[src/rtl/axi_copy_pkg.sv]
// Shared types and helpers for the AXI copy controller: FSM states and burst-size arithmetic.
package axi_copy_pkg;

  typedef enum logic [2:0] {
    ST_IDLE = 3'd0,
    ST_CALC = 3'd1,
    ST_RD   = 3'd2,
    ST_WR   = 3'd3,
    ST_DONE = 3'd4
  } state_e;

  localparam int unsigned BEAT_BYTES = 4;
  localparam int unsigned PAGE_BYTES = 4096;

  function automatic logic [31:0] min_u(input logic [31:0] a, input logic [31:0] b);
    return (a < b) ? a : b;
  endfunction

  // Words left before the next 4 KiB page boundary, counted from a word-aligned offset.
  function automatic logic [31:0] b4k(input logic [11:0] a);
    return (PAGE_BYTES - 32'(a)) / BEAT_BYTES;
  endfunction

endpackage

[src/rtl/copy_fifo.sv]
// Show-ahead staging FIFO: dout is the head entry whenever empty is low.
module copy_fifo #(
  parameter int DEPTH = 16,
  parameter int WIDTH = 32
) (
  input  logic             clk,
  input  logic             rst_n,
  input  logic             push,
  input  logic             pop,
  input  logic [WIDTH-1:0] din,
  output logic [WIDTH-1:0] dout,
  output logic             full,
  output logic             empty
);

  localparam int AW = (DEPTH > 1) ? $clog2(DEPTH) : 1;
  localparam int CW = $clog2(DEPTH + 1);

  logic [WIDTH-1:0] mem_q [DEPTH];
  logic [AW-1:0]    wptr_q, rptr_q;
  logic [CW-1:0]    cnt_q;
  logic             do_push, do_pop;

  assign full    = (cnt_q == CW'(DEPTH));
  assign empty   = (cnt_q == '0);
  // Illegal push/pop are dropped here; the controller flags them.
  assign do_push = push & ~full;
  assign do_pop  = pop & ~empty;
  assign dout    = mem_q[rptr_q];

  always_ff @(posedge clk or negedge rst_n) begin
    if (!rst_n) begin
      wptr_q <= '0;
      rptr_q <= '0;
      cnt_q  <= '0;
    end else begin
      if (do_push) wptr_q <= (wptr_q == AW'(DEPTH - 1)) ? '0 : wptr_q + 1'b1;
      if (do_pop)  rptr_q <= (rptr_q == AW'(DEPTH - 1)) ? '0 : rptr_q + 1'b1;
      cnt_q <= cnt_q + CW'(do_push) - CW'(do_pop);
    end
  end

  always_ff @(posedge clk) begin
    if (do_push) mem_q[wptr_q] <= din;
  end

endmodule

[src/rtl/axi_copy_ctrl.sv]
// Memory-to-memory copy engine: splits a copy command into 4 KiB-safe read bursts,
// stages the data in a FIFO and replays it as matching write bursts.
module axi_copy_ctrl
  import axi_copy_pkg::*;
#(
  parameter int MAX_BURST  = 16,
  parameter int FIFO_DEPTH = 16,
  parameter int ADDR_W     = 20,
  parameter int CNT_W      = 16
) (
  input  logic              ACLK,
  input  logic              ARESETn,
  input  logic              cmd_valid,
  output logic              cmd_ready,
  input  logic [ADDR_W-1:0] cmd_src,
  input  logic [ADDR_W-1:0] cmd_dst,
  input  logic [CNT_W-1:0]  cmd_words,
  output logic              busy,
  output logic              done,
  output logic              proto_err,
  output logic              rd_req,
  output logic [8:0]        rd_len,
  output logic [ADDR_W-1:0] rd_addr,
  input  logic              rd_last,
  input  logic              rd_data_en,
  input  logic [31:0]       rd_data,
  output logic              wr_req,
  output logic [8:0]        wr_len,
  output logic [ADDR_W-1:0] wr_addr,
  output logic [31:0]       wr_data,
  input  logic              wr_last,
  input  logic              wr_data_en,
  output logic [2:0]        dbg_state
);

  // Request handshake: rd_req/wr_req are levels raised when a burst is ready and
  // dropped on the first data beat of that burst (rd_data_en / wr_data_en).

  state_e            state_q, state_d;
  logic [ADDR_W-1:0] src_q, src_d, dst_q, dst_d;
  logic [CNT_W-1:0]  rem_q, rem_d;
  logic [8:0]        n_q, n_d, beat_q, beat_d;
  logic [8:0]        rd_len_q, rd_len_d, wr_len_q, wr_len_d;
  logic [ADDR_W-1:0] rd_addr_q, rd_addr_d, wr_addr_q, wr_addr_d;
  logic              rd_req_q, rd_req_d, wr_req_q, wr_req_d;
  logic              proto_err_q, proto_err_d;
  logic [8:0]        n_calc;
  logic [ADDR_W-1:0] step;
  logic              fifo_push, fifo_full, fifo_empty;

  assign n_calc = 9'(min_u(min_u(32'(rem_q), 32'(MAX_BURST)),
                           min_u(b4k(src_q[11:0]), b4k(dst_q[11:0]))));
  assign step   = ADDR_W'({n_q, 2'b00});

  always_ff @(posedge ACLK or negedge ARESETn) begin
    if (!ARESETn) begin
      state_q     <= ST_IDLE;
      src_q       <= '0;
      dst_q       <= '0;
      rem_q       <= '0;
      n_q         <= '0;
      beat_q      <= '0;
      rd_len_q    <= '0;
      wr_len_q    <= '0;
      rd_addr_q   <= '0;
      wr_addr_q   <= '0;
      rd_req_q    <= 1'b0;
      wr_req_q    <= 1'b0;
      proto_err_q <= 1'b0;
    end else begin
      state_q     <= state_d;
      src_q       <= src_d;
      dst_q       <= dst_d;
      rem_q       <= rem_d;
      n_q         <= n_d;
      beat_q      <= beat_d;
      rd_len_q    <= rd_len_d;
      wr_len_q    <= wr_len_d;
      rd_addr_q   <= rd_addr_d;
      wr_addr_q   <= wr_addr_d;
      rd_req_q    <= rd_req_d;
      wr_req_q    <= wr_req_d;
      proto_err_q <= proto_err_d;
    end
  end

  always_comb begin
    state_d     = state_q;
    src_d       = src_q;
    dst_d       = dst_q;
    rem_d       = rem_q;
    n_d         = n_q;
    beat_d      = beat_q;
    rd_len_d    = rd_len_q;
    wr_len_d    = wr_len_q;
    rd_addr_d   = rd_addr_q;
    wr_addr_d   = wr_addr_q;
    rd_req_d    = rd_req_q;
    wr_req_d    = wr_req_q;
    fifo_push   = 1'b0;
    proto_err_d = proto_err_q | (wr_data_en & fifo_empty);
    unique case (state_q)
      ST_IDLE: begin
        if (cmd_valid) begin
          src_d   = cmd_src & ~ADDR_W'(3);
          dst_d   = cmd_dst & ~ADDR_W'(3);
          rem_d   = cmd_words;
          state_d = ST_CALC;
        end
      end
      ST_CALC: begin
        if (rem_q == '0) begin
          state_d = ST_DONE;
        end else begin
          n_d       = n_calc;
          rd_len_d  = n_calc - 9'd1;
          wr_len_d  = n_calc - 9'd1;
          rd_addr_d = src_q;
          wr_addr_d = dst_q;
          beat_d    = '0;
          rd_req_d  = 1'b1;
          state_d   = ST_RD;
        end
      end
      ST_RD: begin
        if (rd_data_en) begin
          fifo_push   = 1'b1;
          proto_err_d = proto_err_d | fifo_full;
          rd_req_d    = 1'b0;
          beat_d      = beat_q + 9'd1;
          if (rd_last) begin
            // A short or long burst still moves on so the engine cannot wedge.
            if (beat_q + 9'd1 != n_q) proto_err_d = 1'b1;
            src_d    = src_q + step;
            beat_d   = '0;
            wr_req_d = 1'b1;
            state_d  = ST_WR;
          end
        end
      end
      ST_WR: begin
        if (wr_data_en) begin
          wr_req_d = 1'b0;
          if (wr_last) begin
            dst_d   = dst_q + step;
            rem_d   = rem_q - CNT_W'(n_q);
            state_d = ST_CALC;
          end
        end
      end
      ST_DONE: state_d = ST_IDLE;
      default: state_d = ST_IDLE;
    endcase
  end

  copy_fifo #(
    .DEPTH (FIFO_DEPTH),
    .WIDTH (32)
  ) u_fifo (
    .clk   (ACLK),
    .rst_n (ARESETn),
    .push  (fifo_push),
    .pop   (wr_data_en),
    .din   (rd_data),
    .dout  (wr_data),
    .full  (fifo_full),
    .empty (fifo_empty)
  );

  assign cmd_ready = (state_q == ST_IDLE);
  assign busy      = (state_q != ST_IDLE);
  assign done      = (state_q == ST_DONE);
  assign proto_err = proto_err_q;
  assign rd_req    = rd_req_q;
  assign rd_len    = rd_len_q;
  assign rd_addr   = rd_addr_q;
  assign wr_req    = wr_req_q;
  assign wr_len    = wr_len_q;
  assign wr_addr   = wr_addr_q;
  assign dbg_state = state_q;

endmodule

[config.mk]
export PLATFORM = sky130hd
export DESIGN_NAME = axi_copy_ctrl
export DESIGN_NICKNAME = d
export VERILOG_FILES = /design/src/rtl/axi_copy_pkg.sv /design/src/rtl/copy_fifo.sv /design/src/rtl/axi_copy_ctrl.sv
export SDC_FILE = /design/constraint.sdc
export NUM_CORES = 1
export LEC_CHECK = 0
export BUFFER_PORTS_ARGS = -buffer_cell sky130_fd_sc_hd__clkbuf_2
export CORE_AREA = 2 2 172 343
export DETAILED_ROUTE_END_ITERATION = 8
export DIE_AREA = 0 0 174 345
export PLACE_DENSITY = 0.68
export SYNTH_ARGS = -nofsm -noshare
export SYNTH_HDL_FRONTEND = slang
export SYNTH_SLANG_ARGS = --single-unit
[constraint.sdc]
create_clock -name ACLK -period 15.2 [get_ports ACLK]
set_clock_uncertainty 0.2 [all_clocks]
set_input_delay 2.28 -clock ACLK [delete_from_list [all_inputs] [get_ports ACLK]]
set_output_delay 2.28 -clock ACLK [all_outputs]
set_load 0.03 [all_outputs]
==> summary.txt, run 1 <==
Fmax achieved -> 134 MHz
FP Rows -> 125
Slowest stage delay, CP -> 0.70 ns
Biggest area consumer among synthesized cells -> edfxtp_1
Crit path time final -> 7.48 ns
Vias in the first global route -> 17000
Chip height -> 345 microns
Clock net sink count -> 646
Starting Density -> 49.6%
Synth warn -> 0
Slew HR -> 24.2%
Post-DP HPWL -> 38900 microns
Ys async rst share -> 20.7%
Synth top area cells -> edfxtp_1 54%, dfrtp_1 12%, mux4_2 5.0%, mux2i_1 3.9%, ha_1 2.7%
Final Hold Viols -> 0
Final instance area -> 32300 sq um
Initial antenna violation count -> 3
Die Area -> 60000 sq um
Slowest-stage cell, CP -> o311a_1
Die width -> 174 microns
Final TNS setup -> 0 ns
Setup crit end kind -> flop
Yosys top cell area share -> 53.8%
Cts hold-fix bufs -> 0
Longest Clk Path Bufs -> 3
TritonCTS Buffers -> 55
FF/Latch Area -> 18700 sq um
GPL Wtd Cong -> 0.903
Post-synthesis sequential area ratio -> 65.6%
WL per Instance -> 22.3 microns
Worst-skew pair later-pin latency -> 0.62 ns
DRT Pass-1 Iters -> 5
Most Frequent Cell on Critical Path -> ha_1
Hold Crit Class -> reg -> reg
Worst slew pin tran -> 1.14 ns
DRC Markers -> 0
Synthesized cell area -> 28600 sq um
Avg Cell Area, Syn -> 14.3 sq um
Fin crit share -> 49.2%
Placed insts -> 2869
Synthesized instance count -> 1994
Worst VDD drop -> 162 uV
RSZ-0062 raised after global routing -> false
Setup-failing EPs final -> 0
PortBufs -> 185
Maxcap violations -> 0
Largest net degree at the start of global routing -> 148
Share of cells above drive strength 1 -> 21.5%
CTS tree -> yes
Setup bufs post-CTS -> 0
Worst-path clk slew -> 0.07 ns
Critical Path Fanout Max -> 20
Final wirelength -> 66200 microns
Max-slew violation count -> 0
Critical path arrival -> 7.78 ns
CTS Root Cell -> clkbuf_16
Worst setup margin -> 7.72 ns
H-tree depth -> 2
Core Region -> 57600 sq um
CTS resizes -> 0
Pleak -> 11.9 nW
Post-synth top cells -> 512 x edfxtp_1, 160 x nand2_1, 147 x o21ai_0
P&R area growth vs syn -> 13.1%
Overall power -> 6.85 mW
Final nets -> 2325
Place WS -> 7.83 ns
Global-route wire length before repair -> 101000 microns
IO Count -> 194
Final core utilization -> 56.1%
Ys flop type -> edfxtp_1
R2r setup slk -> 7.72 ns
Area of the multi-input gates -> 9270 sq um
Seq cells post-synth -> 646
Critical path class -> reg -> reg
Most instantiated library cell after synthesis -> edfxtp_1
Post-DRT Antenna Nets -> 0
Status -> complete, no violations
Tot GR Track Use -> 22.0%
Worst Setup Start Kind -> flop
Via count -> 17300
Netlist cell types -> 75
Hold_ws -> 0.278 ns
Non-Filler Instances -> 2974
Remaining global-route overflow -> 0
Cell Area, Placed -> 30400 sq um
Vias per cell -> 5.82
Post-synth EDFFs -> 512
FILL cells -> 4669
DRT iter0 DRCs -> 1538
CP required -> 15.50 ns
Power per cell area -> 212 nW/um^2
placed cells by master, fill, tap and decap left out, drive strengths merged, types with 64 or more instances in the layout:
master    n
edfxtp  512
clkbuf  249
nand2   160
o21ai   154
dfrtp   134
mux2i   115
a21oi    86
nor2     79
inv      66
mux4     64
report_power, final:
part	internal, mW	switching, mW
clock	0.833	0.650
combinational	1.13	1.85
sequential	2.14	0.249
total	4.10	2.75
worst max-delay path, delay by kind of cell, from the launching register on:
kind,cells,cell delay (ns)
simple gates,11,2.91
compound gates,5,1.74
fa+ha+maj,4,0.92
mux,1,0.52
flops,1,0.42
buf+inv,3,0.41
xor+xnor,1,0.24
final timing paths:
path / startpoint / endpoint / cells after the start
max: dst_q[3] / wr_len[8] / 25
min: rd_req / rd_req / 2
max reg2reg: dst_q[3] / wr_len[8] / 25
min reg2reg: rd_req / rd_req / 2
max in group asynchronous: ARESETn / src_q[8] / 2
min in group asynchronous: ARESETn / wr_addr[5] / 1
sequential cells by signal, summed over array words and instances, names as in the netlist:
name	count
u_fifo.mem_q	512
dst_q	18
rd_addr	18
src_q	18
wr_addr	18
rem_q	16
beat_q	9
n_q	9
wr_len	9
u_fifo.cnt_q	5
u_fifo.rptr_q	4
u_fifo.wptr_q	4
dbg_state	3
proto_err	1
rd_req	1
wr_req	1
layout make-up:
cell class / instances / area share, %
flip-flops and latches: 646 / 58.0
multi-input cells: 1179 / 28.7
clock buffers: 65 / 4.44
repair buffers: 217 / 3.67
well taps: 762 / 2.95
clock inverters: 39 / 1.48
inverters: 65 / 0.755
diodes: 1 / 0.00775
logic make-up after synthesis:
family | synth area share [%]
adder cells (fa/ha/maj) | 3.00
XOR/XNOR | 1.35
buffers and inverters | 2.56
other | 0.0131
multiplexers | 11.6
AND/OR/NAND/NOR | 6.76
AO/OA/AOI/OAI | 9.10
flip-flops | 65.6
layer usage:
layer  track usage (%)  up-vias  wire [microns]
li1                  -     7982               -
met1              31.6     8707           29100
met2              35.4      540           31600
met3              3.09       90            3940
met4              5.90        4            1570
met5                 0        -              27
Power figures use the tool's default switching activity.
==> run 2, diff against run 1 <==
--- a/config.mk
+++ b/config.mk
@@ -5,11 +5,12 @@
 export SDC_FILE = /design/constraint.sdc
 export NUM_CORES = 1
 export LEC_CHECK = 0
+export ABC_AREA = 1
 export BUFFER_PORTS_ARGS = -buffer_cell sky130_fd_sc_hd__clkbuf_2
-export CORE_AREA = 2 2 172 343
+export CORE_AREA = 2 2 172 342
 export DETAILED_ROUTE_END_ITERATION = 8
-export DIE_AREA = 0 0 174 345
-export PLACE_DENSITY = 0.68
+export DIE_AREA = 0 0 174 344
+export PLACE_DENSITY = 0.67
 export SYNTH_ARGS = -nofsm -noshare
 export SYNTH_HDL_FRONTEND = slang
 export SYNTH_SLANG_ARGS = --single-unit
==> constraint.sdc (replaced) <==
create_clock -name ACLK -period 7.2 [get_ports ACLK]
set_clock_uncertainty 0.2 [all_clocks]
set_input_delay 1.08 -clock ACLK [delete_from_list [all_inputs] [get_ports ACLK]]
set_output_delay 1.08 -clock ACLK [all_outputs]
set_load 0.03 [all_outputs]
==> run 2 against run 1 <==
Effect of this change:
- clock-buffer cell count up 2
- sequential power up 110%
- combinational power up 120%
- largest power group unchanged
- register-to-register slack worse by 5.7 ns
- total power up 110%
- core utilization down 0.50 points
==> summary.txt, run 2 <==
Ys async rst share -> 20.7% (unchanged)
Clock net sink count -> 646 (unchanged)
Final Hold Viols -> 0 (unchanged)
Starting Density -> 49.5% (-0.13 points)
Worst VDD drop -> 337 uV (+110%)
Final TNS setup -> 0 ns (unchanged)
Yosys top cell area share -> 54.4% (+0.57 points)
Hold Crit Class -> in -> async
Final nets -> 2839 (+22%)
Slowest-stage cell, CP -> inv_1
FILL cells -> 4870 (+4.3%)
Commonest non-fill, non-tap cell in the layout -> edfxtp_1
Vias per cell -> 5.82 (about the same)
Status -> complete, no violations
Net Sw Frac -> 44.6% (+4.4 points)
Ys flop type -> edfxtp_1
Avg Cell Area, Syn -> 11.2 sq um (-22%)
Longest Clk Path Bufs -> 3 (unchanged)
Synthesized cell area -> 28300 sq um (-1.1%)
Initial antenna violation count -> 9 (+6)
DRC Markers -> 0 (unchanged)
Post-synth EDFFs -> 512 (unchanged)
Critical path class -> reg -> out
WL per Instance -> 22.2 microns (-0.27%)
Reg2reg end -> wr_len[6]
Synthesized instance count -> 2534 (+27%)
Pleak -> 12.1 nW (+1.6%)
H-tree depth -> 2 (unchanged)
R2r setup slk -> 1.97 ns (-5.75 ns)
Crit path time final -> 5.44 ns
Largest net degree at the start of global routing -> 147 (-0.68%)
DRT Pass-1 Iters -> 5 (unchanged)
Via count -> 20300 (+17%)
IO Count -> 194 (unchanged)
Cell chain of the critical path -> inv_2, nor2_2, buf_4, inv_1, buf_4, a21oi_1, a221oi_1, o21ai_0, nand2_1, clkbuf_2
Synth warn -> 0 (unchanged)
PortBufs -> 185 (unchanged)
Setup crit end -> wr_data[29]
Seq cells post-synth -> 646 (unchanged)
FP Rows -> 124 (-0.80%)
Cts hold-fix bufs -> 0 (unchanged)
CTS Root Cell -> clkbuf_16
Most Frequent Cell on Critical Path -> buf_4
GPL Wtd Cong -> 0.898 (-0.56%)
Remaining global-route overflow -> 0 (unchanged)
Post-DRT Antenna Nets -> 0 (unchanged)
Worst setup startpoint -> u_fifo.rptr_q[2]
Reg2reg start -> dst_q[3]
Critical path arrival -> 4.16 ns (-3.62 ns)
Slew HR -> 21.2% (-3.1 points)
Post-synthesis sequential area ratio -> 66.3% (+0.70 points)
Top reg by flops -> u_fifo.mem_q
R2R depth -> 34 (+36%)
Tot GR Track Use -> 25.4% (+3.4 points)
Die width -> 174 microns (unchanged)
Maxcap violations -> 0 (unchanged)
Setup crit end kind -> output port
DRT iter0 DRCs -> 1993 (+30%)
Netlist cell types -> 44 (-41%)
Clock power frac -> 20.4% (-1.3 points)
Setup bufs post-CTS -> 0 (unchanged)
CTS tree -> yes
Global-route wire length before repair -> 116000 microns (+14%)
Worst slew pin tran -> 1.18 ns (+0.0418 ns)
Biggest area consumer among synthesized cells -> edfxtp_1
Most frequent cells in the layout -> 512 x edfxtp_1, 432 x nand2_1, 311 x o21ai_0
Fmax achieved -> 184 MHz
Core Region -> 57100 sq um (-0.80%)
Fin crit share -> 75.5%
Chip height -> 344 microns (-0.29%)
Worst-path clk slew -> 0.07 ns (about the same)
Reg power frac -> 34.3% (-0.6 points)
Max-slew violation count -> 0 (unchanged)
Max FFs per register -> 512 (unchanged)
Non-Filler Instances -> 3483 (+17%)
RSZ-0062 raised after global routing -> false
P&R area growth vs syn -> 12.4%
Critical Path Fanout Max -> 28 (+40%)
Synth top area cells -> edfxtp_1 54%, dfrtp_1 12%, nand2_1 5.8%, o21ai_0 5.5%, nor2_1 3.2%
CTS resizes -> 0 (unchanged)
CP required -> 5.92 ns (-9.58 ns)
Worst Setup Start Kind -> flop
Post-synth top cells -> 512 x edfxtp_1, 434 x nand2_1, 311 x o21ai_0
Placed insts -> 3377 (+18%)
Vias in the first global route -> 20200 (+19%)
Power per cell area -> 455 nW/um^2 (+110%)
Int Pwr -> 8.01 mW (+95%)
Combinational power share -> 45.3% (+1.8 points)
Post-DP HPWL -> 46300 microns (+19%)
Final wirelength -> 77300 microns (+17%)
TritonCTS Buffers -> 55 (unchanged)
P_sw -> 6.45 mW (+130%)
Die Area -> 59900 sq um (-0.29%)
Slowest stage delay, CP -> 0.66 ns (-0.04 ns)
Worst-skew pair later-pin latency -> 0.63 ns (about the same)
Setup-failing EPs final -> 0 (unchanged)
Most instantiated library cell after synthesis -> edfxtp_1
Share of cells above drive strength 1 -> 12.9% (-8.6 points)
run 2: changes by cell type after synthesis, moves of 32 or more:
| cell | change |
|---|---|
| nand3_1 | +71 |
| nor2_1 | +162 |
| a22oi_1 | -35 |
| mux2i_1 | -112 |
| mux4_2 | -64 |
| o21ai_0 | +164 |
| inv_1 | +92 |
| xor2_1 | +33 |
| mux2_2 | -63 |
| nand2_1 | +274 |
| clkbuf_1 | +45 |
| o22ai_1 | +70 |
| a21oi_1 | +32 |
run 2: worst min path at each step:
stage          startpoint          end  slack [ns]  depth (start not counted)
4_1_cts            rd_req       rd_req        0.29                          2
2_1_floorplan   beat_q[1]    beat_q[1]        0.28                          2
6_report          ARESETn  rd_addr[14]        0.27                          1
3_3_place_gp    proto_err    proto_err        0.26                          2
5_1_grt            rd_req       rd_req        0.30                          2
3_5_place_dp       rd_req       rd_req        0.27                          2
run 2: cell families after synthesis:
kind of cell	after synthesis	synth area share, %
compound gates	605	12.2
xor+xnor	50	1.55
fa+ha+maj	66	3.03
buf+inv	304	4.25
flops	646	66.3
other cells	1	0.0133
simple gates	862	12.7
run 2: power by group through the flow:
| stage | clock (mW) | sequential (mW) | combinational [mW] |
|---|---|---|---|
| after floorplan | 0 | 5.09 | 4.41 |
| after global placement | 0 | 5.02 | 6.36 |
| after detailed placement | 0 | 5.04 | 6.53 |
| after CTS | 2.99 | 4.96 | 6.57 |
| after global routing | 3.12 | 5.01 | 7.26 |
| final | 2.95 | 4.97 | 6.55 |
run 2: area by class of cell:
class	instances	area, sq um	area share (%)
diodes	4	10.0	0.0315
clock buffers	67	1440	4.54
clock inverters	35	319	1.00
inverters	164	621	1.95
multi-input cells	1593	8500	26.8
flip-flops and latches	646	18700	59.0
well taps	756	946	2.98
repair buffers	218	1190	3.75
run 2: critical path: cells and delay by family, from the launching register on:
kind | cells | cell delay [ns]
compound gates | 3 | 0.63
buf+inv | 5 | 2.31
simple gates | 2 | 0.15
flops | 1 | 0.39
run 2: metrics by stage:
stage	setup WS [ns]	util (%)	total power [mW]	cell area [sq um]	hold slack (ns)
2_1_floorplan	2.73	-	9.50	28300	0.278
3_3_place_gp	1.92	52.5	11.4	30000	0.262
3_5_place_dp	1.98	52.5	11.6	30000	0.269
4_1_cts	1.72	55.6	14.5	31800	0.286
5_1_grt	1.44	55.6	15.4	31800	0.300
6_report	1.76	55.6	14.5	31800	0.269
run 2: metal layers:
metal  vias up  wire length [microns]  global-route usage [%]
met1      9904                  27300                    27.9
met5         -                     46                       0
met4         6                   4280                    14.5
met3       216                   5040                    3.76
met2       874                  40700                    46.8
li1       9288                      -                       -
